### config.mk
export PLATFORM = sky130hd
export DESIGN_NAME = sram_owner_sequencer
export DESIGN_NICKNAME = d
export VERILOG_FILES = /design/src/rtl/sram_owner_pkg.sv /design/src/rtl/sram_owner_mux.sv /design/src/rtl/sram_owner_sequencer.sv
export SDC_FILE = /design/constraint.sdc
export NUM_CORES = 1
export LEC_CHECK = 0
export BUFFER_PORTS_ARGS = -buffer_cell sky130_fd_sc_hd__clkbuf_2
export CORE_MARGIN = 4
export CORE_UTILIZATION = 48
export DETAILED_ROUTE_END_ITERATION = 8
export GPL_TIMING_DRIVEN = 0
export PLACE_DENSITY = 0.87
export SYNTH_ARGS = -nofsm -noshare
export SYNTH_HDL_FRONTEND = slang
export SYNTH_HIERARCHICAL = 1
export SYNTH_SLANG_ARGS = --single-unit
### constraint.sdc
create_clock -name CLOCK_50_I -period 3.16 [get_ports CLOCK_50_I]
set_input_delay 0.474 -clock CLOCK_50_I [delete_from_list [all_inputs] [get_ports CLOCK_50_I]]
set_output_delay 0.474 -clock CLOCK_50_I [all_outputs]
set_load 0.05 [all_outputs]
### src/rtl/sram_owner_pkg.sv
// sram_owner_pkg: shared state encoding, default widths and the mask search helper
package sram_owner_pkg;
   localparam int MAX_STAGES     = 8;
   localparam int DEF_NUM_STAGES = 2;
   localparam int DEF_ADDR_W     = 18;
   localparam int DEF_DATA_W     = 16;
   typedef enum logic [2:0] {IDLE, UART_RX, SEL, RUN, GAP} owner_state_t;
   typedef struct packed {
      logic       valid;
      logic [2:0] idx;
   } next_bit_t;
   // lowest set bit of mask at or above position from
   function automatic next_bit_t next_set_bit(input logic [MAX_STAGES-1:0] mask, input logic [3:0] from);
      next_bit_t r;
      r = '0;
      for (int i = MAX_STAGES - 1; i >= 0; i--)
         if (mask[i] && 4'(i) >= from) r = '{valid: 1'b1, idx: 3'(i)};
      return r;
   endfunction
endpackage

### src/rtl/sram_owner_mux.sv
// sram_owner_mux: selects which client drives the single SRAM port from the sequencer state
module sram_owner_mux
   import sram_owner_pkg::*;
#(
   parameter int NUM_STAGES = DEF_NUM_STAGES,
   parameter int ADDR_W     = DEF_ADDR_W,
   parameter int DATA_W     = DEF_DATA_W,
   parameter int STAGE_W    = 1
)(
   input  owner_state_t                 state,
   input  logic [STAGE_W-1:0]           active_stage,
   input  logic [ADDR_W-1:0]            uart_addr_i,
   input  logic [DATA_W-1:0]            uart_wdata_i,
   input  logic                         uart_we_n_i,
   input  logic [NUM_STAGES*ADDR_W-1:0] stage_addr_i,
   input  logic [NUM_STAGES*DATA_W-1:0] stage_wdata_i,
   input  logic [NUM_STAGES-1:0]        stage_we_n_i,
   input  logic [ADDR_W-1:0]            vga_addr_i,
   output logic [ADDR_W-1:0]            sram_addr_o,
   output logic [DATA_W-1:0]            sram_wdata_o,
   output logic                         sram_we_n_o
);
   // VGA reads when idle; stage writes are blocked outside RUN so handover cycles never write
   always_comb begin
      sram_addr_o  = vga_addr_i;
      sram_wdata_o = '0;
      sram_we_n_o  = 1'b1;
      if (state == UART_RX) begin
         sram_addr_o  = uart_addr_i;
         sram_wdata_o = uart_wdata_i;
         sram_we_n_o  = uart_we_n_i;
      end else if (state != IDLE) begin
         sram_addr_o  = stage_addr_i[active_stage*ADDR_W +: ADDR_W];
         sram_wdata_o = stage_wdata_i[active_stage*DATA_W +: DATA_W];
         sram_we_n_o  = (state == RUN) ? stage_we_n_i[active_stage] : 1'b1;
      end
   end
endmodule

### src/rtl/sram_owner_sequencer.sv
// sram_owner_sequencer: UART load, then masked stages in order, owning the SRAM port; SRAM_OWNER_WDOG_EN adds a per-stage watchdog
module sram_owner_sequencer
   import sram_owner_pkg::*;
#(
   parameter int NUM_STAGES  = DEF_NUM_STAGES,
   parameter int ADDR_W      = DEF_ADDR_W,
   parameter int DATA_W      = DEF_DATA_W,
   parameter int TIMEOUT_CYC = 50000000,
   parameter int WDOG_CYC    = 33554432,
   parameter int STAGE_W     = (NUM_STAGES > 1) ? $clog2(NUM_STAGES) : 1
)(
   input  logic                         CLOCK_50_I,
   input  logic                         resetn,
   input  logic                         uart_rx_i,
   input  logic [ADDR_W-1:0]            uart_addr_i,
   input  logic [DATA_W-1:0]            uart_wdata_i,
   input  logic                         uart_we_n_i,
   output logic                         uart_init_o,
   output logic                         uart_en_o,
   input  logic [NUM_STAGES-1:0]        stage_mask_i,
   output logic [NUM_STAGES-1:0]        stage_start_o,
   input  logic [NUM_STAGES-1:0]        stage_finish_i,
   input  logic [NUM_STAGES*ADDR_W-1:0] stage_addr_i,
   input  logic [NUM_STAGES*DATA_W-1:0] stage_wdata_i,
   input  logic [NUM_STAGES-1:0]        stage_we_n_i,
   input  logic [ADDR_W-1:0]            vga_addr_i,
   output logic [ADDR_W-1:0]            sram_addr_o,
   output logic [DATA_W-1:0]            sram_wdata_o,
   output logic                         sram_we_n_o,
   output logic                         vga_enable_o,
   output logic [STAGE_W-1:0]           active_stage_o,
`ifdef SRAM_OWNER_WDOG_EN
   output logic [NUM_STAGES-1:0]        wdog_err_o,
`endif
   output logic                         busy_o
);
   localparam int TMR_W = $clog2(TIMEOUT_CYC + 1);
   if (NUM_STAGES < 1 || NUM_STAGES > MAX_STAGES || TIMEOUT_CYC < 1 || WDOG_CYC < 1) begin : g_bad_cfg
      $error("sram_owner_sequencer: unsupported parameter set");
   end
   owner_state_t       state, state_nx;
   logic [TMR_W-1:0]   timer;
   logic [STAGE_W-1:0] idx;
   logic [MAX_STAGES-1:0] mask_ext;
   next_bit_t          first_bit, next_bit;
   logic               timeout, stage_done;
   // widen the mask to the helper's fixed width
   always_comb begin
      mask_ext = '0;
      mask_ext[NUM_STAGES-1:0] = stage_mask_i;
   end
   assign first_bit = next_set_bit(mask_ext, 4'd0);
   assign next_bit  = next_set_bit(mask_ext, 4'(idx) + 4'd1);
   assign timeout   = uart_we_n_i && timer == TMR_W'(TIMEOUT_CYC - 1);
   assign busy_o    = state != IDLE;
`ifdef SRAM_OWNER_WDOG_EN
   localparam int WD_W = $clog2(WDOG_CYC + 1);
   logic [WD_W-1:0] wdog;
   logic            wdog_hit;
   assign wdog_hit   = state == RUN && wdog == WD_W'(WDOG_CYC - 1);
   assign stage_done = stage_finish_i[idx] || wdog_hit;
   // watchdog counts RUN cycles and records which stage it had to abandon
   always_ff @(posedge CLOCK_50_I or negedge resetn)
      if (!resetn) begin
         wdog       <= '0;
         wdog_err_o <= '0;
      end else begin
         wdog <= (state == RUN) ? wdog + 1'b1 : '0;
         if (wdog_hit) wdog_err_o[idx] <= 1'b1;
      end
`else
   assign stage_done = stage_finish_i[idx];
`endif
   // state register
   always_ff @(posedge CLOCK_50_I or negedge resetn)
      if (!resetn) state <= IDLE;
      else state <= state_nx;
   // next-state logic
   always_comb begin
      state_nx = state;
      case (state)
         IDLE:    if (!uart_rx_i) state_nx = UART_RX;
         UART_RX: if (timeout) state_nx = first_bit.valid ? SEL : IDLE;
         SEL:     state_nx = RUN;
         RUN:     if (stage_done) state_nx = GAP;
         GAP:     state_nx = next_bit.valid ? SEL : IDLE;
         default: state_nx = IDLE;
      endcase
   end
   // registered outputs, idle timer and stage index follow the upcoming state
   always_ff @(posedge CLOCK_50_I or negedge resetn)
      if (!resetn) begin
         uart_init_o    <= 1'b0;
         uart_en_o      <= 1'b0;
         vga_enable_o   <= 1'b1;
         stage_start_o  <= '0;
         active_stage_o <= '0;
         timer          <= '0;
         idx            <= '0;
      end else begin
         uart_init_o   <= state == IDLE && state_nx == UART_RX;
         uart_en_o     <= state_nx == UART_RX && (uart_en_o || uart_init_o);
         vga_enable_o  <= state_nx == IDLE;
         stage_start_o <= (state_nx == RUN) ? (NUM_STAGES'(1) << idx) : '0;
         timer         <= (state == UART_RX && uart_we_n_i && !timeout) ? timer + 1'b1 : '0;
         if (state == SEL) active_stage_o <= idx;
         if (state == UART_RX && timeout) idx <= STAGE_W'(first_bit.idx);
         else if (state == GAP && next_bit.valid) idx <= STAGE_W'(next_bit.idx);
      end
   sram_owner_mux #(
      .NUM_STAGES(NUM_STAGES),
      .ADDR_W    (ADDR_W),
      .DATA_W    (DATA_W),
      .STAGE_W   (STAGE_W)
   ) u_mux (
      .state        (state),
      .active_stage (active_stage_o),
      .uart_addr_i  (uart_addr_i),
      .uart_wdata_i (uart_wdata_i),
      .uart_we_n_i  (uart_we_n_i),
      .stage_addr_i (stage_addr_i),
      .stage_wdata_i(stage_wdata_i),
      .stage_we_n_i (stage_we_n_i),
      .vga_addr_i   (vga_addr_i),
      .sram_addr_o  (sram_addr_o),
      .sram_wdata_o (sram_wdata_o),
      .sram_we_n_o  (sram_we_n_o)
   );
endmodule

After elaboration in Yosys (flattened, before gate mapping)

Index checks and enable logic that the tools add are counted.

Word-level logic and storage cells: 65
Input bits: 130
Register bits: 36

$lt $le $gt $ge: 4
$add $sub $neg: 2
Equality and inequality tests: 7
Reduce and logical (&&, ||, !) cells: 15
Multiply operators: 1
Muxes and demuxes: 25
Shift operators: 3

Operator list:

| kind                                                                   | count |
|---|---|
| 18-bit 2-to-1 mux                                                      | 2 |
| 36-bit by 7-bit variable part select with 18-bit output                | 1 |
| 16-bit 2-to-1 mux                                                      | 2 |
| 32-bit by 6-bit variable part select with 16-bit output                | 1 |
| 26-bit by 1-bit adder with 26-bit output (second input constant)       | 1 |
| 26-bit equality test (second input constant)                           | 1 |
| 26-bit 2-to-1 mux                                                      | 1 |
| 4-bit 2-to-1 mux                                                       | 4 |
| 3-bit case mux with 5 select lines                                     | 1 |
| 3-bit by 2-bit equality test with 1-bit output (second input constant) | 3 |
| 1-bit logical AND                                                      | 9 |
| 1-bit 2-to-1 mux                                                       | 9 |
| 3-bit 2-to-1 mux                                                       | 3 |
| 3-bit by 1-bit equality test with 1-bit output (second input constant) | 2 |
| 3-bit logical NOT                                                      | 2 |
| 2-bit 2-to-1 mux                                                       | 3 |
| 1-bit by 4-bit multiplier with 5-bit output (second input constant)    | 1 |
| 1-bit by 2-bit >= comparator with 1-bit output (first input constant)  | 2 |
| 1-bit by 2-bit < comparator with 1-bit output (second input constant)  | 2 |
| 3-bit equality test (second input constant)                            | 1 |
| 3-bit nonzero test                                                     | 1 |
| 1-bit by 1-bit adder with 2-bit output (second input constant)         | 1 |
| 2-bit nonzero test                                                     | 1 |
| 1-bit by 1-bit << shifter with 2-bit output (first input constant)     | 1 |
| other kinds (2)                                                        | 2 |

Logic depth before layout (Yosys ltp)

Depth in word-level cells: 9
Depth in mapped cells: 6
Mapped depth without buffers: 4

By module

Netlist, hierarchy kept.

Modules (own cells, without submodules):

| module               | sequential area each (um^2) | times used | area each (um^2) | cells each |
|---|---|---|---|---|
| sram_owner_sequencer | 902.1                       | 1          | 1819.2           | 181 |
| sram_owner_mux       | 0.0                         | 1          | 1112.3           | 123 |

Worst setup path before layout

Ideal clock, no wire load.

Path type: reg-to-output
From: reg active_stage_o
To: out sram_wdata_o[10]
Required time: 2.686 ns
Setup slack: 0.807 ns
Stages on the path, launching flop included: 5
Arrival: 1.879 ns
Path through: dfrtp_1 > buf_6 > buf_6 > mux2i_1 > a21oi_1

Cells in the longest elaborated chain, start to end: 3

RTL lines:

| what                                                    | RTL line                    | text |
|---|---|---|
| start: declaration                                      | sram_owner_sequencer.sv:31  | `output logic [STAGE_W-1:0] active_stage_o,` |
| start signal: assignment                                | sram_owner_sequencer.sv:106 | `if (state == SEL) active_stage_o <= idx;` |
| 32-bit by 6-bit variable part select with 16-bit output | sram_owner_mux.sv:34        | `sram_wdata_o = stage_wdata_i[active_stage*DATA_W +: DATA_W];` |
| 16-bit 2-to-1 mux                                       | sram_owner_mux.sv:32        | `end else if (state != IDLE) begin` |
| 16-bit 2-to-1 mux                                       | sram_owner_mux.sv:28        | `if (state == UART_RX) begin` |
| end: declaration                                        | sram_owner_sequencer.sv:28  | `output logic [DATA_W-1:0] sram_wdata_o,` |

No other way between the ends.

Worst setup path after layout

From: reg state[2]
To: out sram_addr_o[7]

Cells in the longest elaborated chain, start to end: 3
Elaborated cells on any way between the ends: 4
Classes of those cells: eq/ne: 1; mux: 2; reduce/logical: 1

RTL lines:

| what                     | RTL line                   | text |
|---|---|---|
| start: declaration       | sram_owner_sequencer.sv:41 | `owner_state_t state, state_nx;` |
| start signal: assignment | sram_owner_sequencer.sv:77 | `else state <= state_nx;` |
| 3-bit nonzero test       | sram_owner_mux.sv:32       |  |
| 18-bit 2-to-1 mux        | sram_owner_mux.sv:32       |  |
| 18-bit 2-to-1 mux (*)    | sram_owner_mux.sv:28       |  |
| end: declaration         | sram_owner_sequencer.sv:27 | `output logic [ADDR_W-1:0] sram_addr_o,` |

Mark *: on every way between the ends. The rest lies on a longest branch, timed or not.

==> impl_metrics.yaml <==
outcome:
  status: "finished, final reports clean"
global_route:
  gr-total-overflow: 0
  grt_max_degree: 37
  grt_pass1_vias: 2887
  grt_util_all_layers: 0.242
  antenna_found_initial: 0
  grt_pass1_wl_mm: 14.2
route:
  drtPass1Iterations: 4
  wirelength_mm: 9.31
  ant_nets: 0
  wire_per_inst_um: 16.7
  via_per_inst: 5.47
  drc_errors: 0
  num_vias: 3053
  drt_iter0_markers: 99
clocking:
  post_cts.repair.setup_buffers: 0
  tritoncts: "done"
  cts_max_path_buffers: 2
  cts-root-buf: "clkbuf_8"
  cts_hold_buf: 0
  post_cts_resized: 0
  clock_sinks: 36
  clkLatencyLatePin_ps: 290
  cts_buffers: 5
  htreeDepth: 2
  clk_pin_slew_worst_paths_ps: 70
floorplan:
  core_um2: 5920
  fp.dieArea_um2: 7420
  die_w_um: 86.2
  start_util: 0.495
  die_h_um: 86.2
  fp-row-count: 28
  io_pins: 172
logic_synthesis:
  synth_edf_count: 0
  ys_seq_area_frac: 0.308
  synthCells: 304
  synth.avg_cell_area_um2: 9.64
  synth_seq_cells: 36
  yosys_warnings: 6
  synth_cell_types: 45
  async_reset_ff_frac: 1.00
  synthFlopType: "dfrtp_1"
  syn_area_um2: 2930
  syn-num-nets: 435
timing:
  relSlewSlack: 0.411
  finalMaxSlewViolations: 0
  min_period_ps: 2500
  post-route-period-util: 0.792
  tightest_slew_ps: 883
  fmax_mhz: 400
  hold_violations: 0
  setup_violations: 0
  rsz0062_at_grt: "no"
  fin_skew_ps: 9.89
  tns_ps: 0
pwr:
  p_sw_frac: 0.484
  power.density_nw_per_um2: 470
  p_int_mw: 0.962
  pwr-share-seq: 0.270
  clkPwrFrac: 0.170
  netSwitchingPower_mw: 0.903
  ir_drop_mv: 0.333
  p_leak_nw: 2.11
  comb_power_share: 0.560
final_layout:
  syn2layout_area_growth_pct: 35.4
  insertedDiodeCount: 0
  instances_no_fill: 558
  utilization: 0.670
  drive_above_1_share: 0.433
  finalNetCount: 613
worst_setup_path:
  path_buf_inv: 3
  crit_path_start_kind: "flip-flop"
  slowest_stage: "dfrtp_1"
  worstPathMaxFanout: 10
  max_stage_delay_ps: 470
  arrival_ps: 2030
  critPathKind: "flip-flop to output port"
  crit_path_cell_trace: "buf_6 -> nor2_8 -> buf_12 -> mux2i_1 -> clkbuf_2"
  setup.worst_path.end_class: "output port"
  cp_top_family: "buffers and inverters"
  cp_data_required_time_ps: 2690
placed_design:
  place.port_buffers: 171
  place_hpwl_mm: 7.67
  dp.cells: 550
  gp_congestion: 0.948
min_path:
  hold_path.class: "input port to asynchronous set/reset pin"
job:
  cap_violations: 0
-- worst reg2reg max path: stages (launching register included) --
cell and delay [ps]:
dfrtp_1 420, and4_1 220, buf_6 140, nand4_1 180, o21ai_2 390, buf_2 310
a21oi_1 70
-- power by group through the flow --
stage	sequential (mW)	clock, mW	combinational (mW)
CTS	0.504	0.327	1.04
floorplan	0.548	0	0.730
global placement	0.512	0	1.02
finish	0.504	0.317	1.04
detailed placement	0.513	0	1.04
global route	0.508	0.348	1.11
-- final timing paths --
check / slack (ps) / from / depth (start not counted) / endpoint
max: 660 / state[2]$_DFF_PN0_ / 5 / sram_addr_o[7]
min: 290 / resetn / 1 / timer[4]$_DFF_PN0_
max reg2reg: 1300 / timer[2]$_DFF_PN0_ / 6 / timer[21]$_DFF_PN0_
min reg2reg: 450 / timer[0]$_DFF_PN0_ / 1 / timer[0]$_DFF_PN0_
max in group asynchronous: 2320 / resetn / 1 / timer[21]$_DFF_PN0_
min in group CLOCK_50_I: 450 / timer[0]$_DFF_PN0_ / 1 / timer[0]$_DFF_PN0_
-- registers in the layout, indices dropped and copies added (netlist names) --
| register | cells |
|---|---|
| stage_start_o | 2 |
| uart_en_o | 1 |
| active_stage_o | 1 |
| timer | 26 |
| uart_init_o | 1 |
| idx | 1 |
| vga_enable_o | 1 |
| state | 3 |
-- cells in the mapped netlist, types with 2 or more instances --
library cell	instances	area share
nor4_1	2	0.0043
inv_1	3	0.0038
nand2_1	8	0.010
xor2_1	9	0.027
and2_1	4	0.0085
nand3_1	11	0.019
o21ai_0	5	0.0085
nor2_1	20	0.026
buf_4	2	0.0051
or3_1	6	0.013
and4_1	5	0.015
xnor2_1	2	0.0060
a211oi_1	16	0.041
nand2b_1	4	0.0085
nand4_1	7	0.015
and4b_1	2	0.0068
mux2_2	2	0.0077
a31oi_1	2	0.0043
or4_1	8	0.020
buf_2	7	0.012
buf_6	10	0.038
mux2i_1	73	0.25
a21oi_1	29	0.050
dfrtp_1	35	0.30
nor4b_1	2	0.0060
o31ai_1	9	0.023
clkbuf_1	3	0.0038
-- logic make-up (layout without fill, tap and decap cells) --
kind of cell,count (synthesis),count (layout),synth area share
compound gates,65,65,0.138
xor+xnor,11,11,0.0329
fa+ha+maj,1,1,0.00427
flops,36,36,0.308
mux,75,75,0.257
simple gates,89,89,0.186
buf+inv,27,206,0.0747
-- cells in the final DEF, fill, tap and decap left out, drive strengths merged, types with 3 or more instances in the layout --
master	instances
clkinv	3
xor2	9
mux2i	73
nand3	11
a21oi	30
or3	6
nand2	8
dfrtp	35
o21ai	6
inv	3
a211oi	16
nand2b	4
o31ai	9
and2	4
nor2	21
clkbuf	180
nand4	8
or4	9
buf	20
and4	5
-- metal layers --
metal / vias to the layer above / routed length (um) / global-route usage
met5: - / 0 / 0
met4: 0 / 208 / 0.0763
met3: 17 / 569 / 0.0432
met2: 110 / 4800 / 0.441
met1: 1418 / 3730 / 0.286
li1: 1508 / - / -
-- metrics by stage --
step | power [mW] | setup WS (ps) | cell area (um2) | hold WS, ps
after detailed placement | 1.55 | 1040 | 3880 | 443
after global routing | 1.96 | 625 | 3970 | 360
after CTS | 1.87 | 713 | 3970 | 308
after floorplan | 1.28 | 807 | 2930 | 178
after global placement | 1.53 | 1040 | 3880 | 438
final | 1.86 | 657 | 3970 | 291
-- cell type report --
| cell class | count | area, um2 |
|---|---|---|
| inverter | 3 | 11.3 |
| clock buffer | 5 | 68.8 |
| buffer | 24 | 208 |
| timing repair buffer | 171 | 856 |
| sequential | 36 | 902 |
| fill | 508 | 1950 |
| multi-input combinational | 241 | 1810 |
| tap | 75 | 93.8 |
| clock inverter | 3 | 18.8 |
No activity file was read; power rests on OpenSTA's default activity.
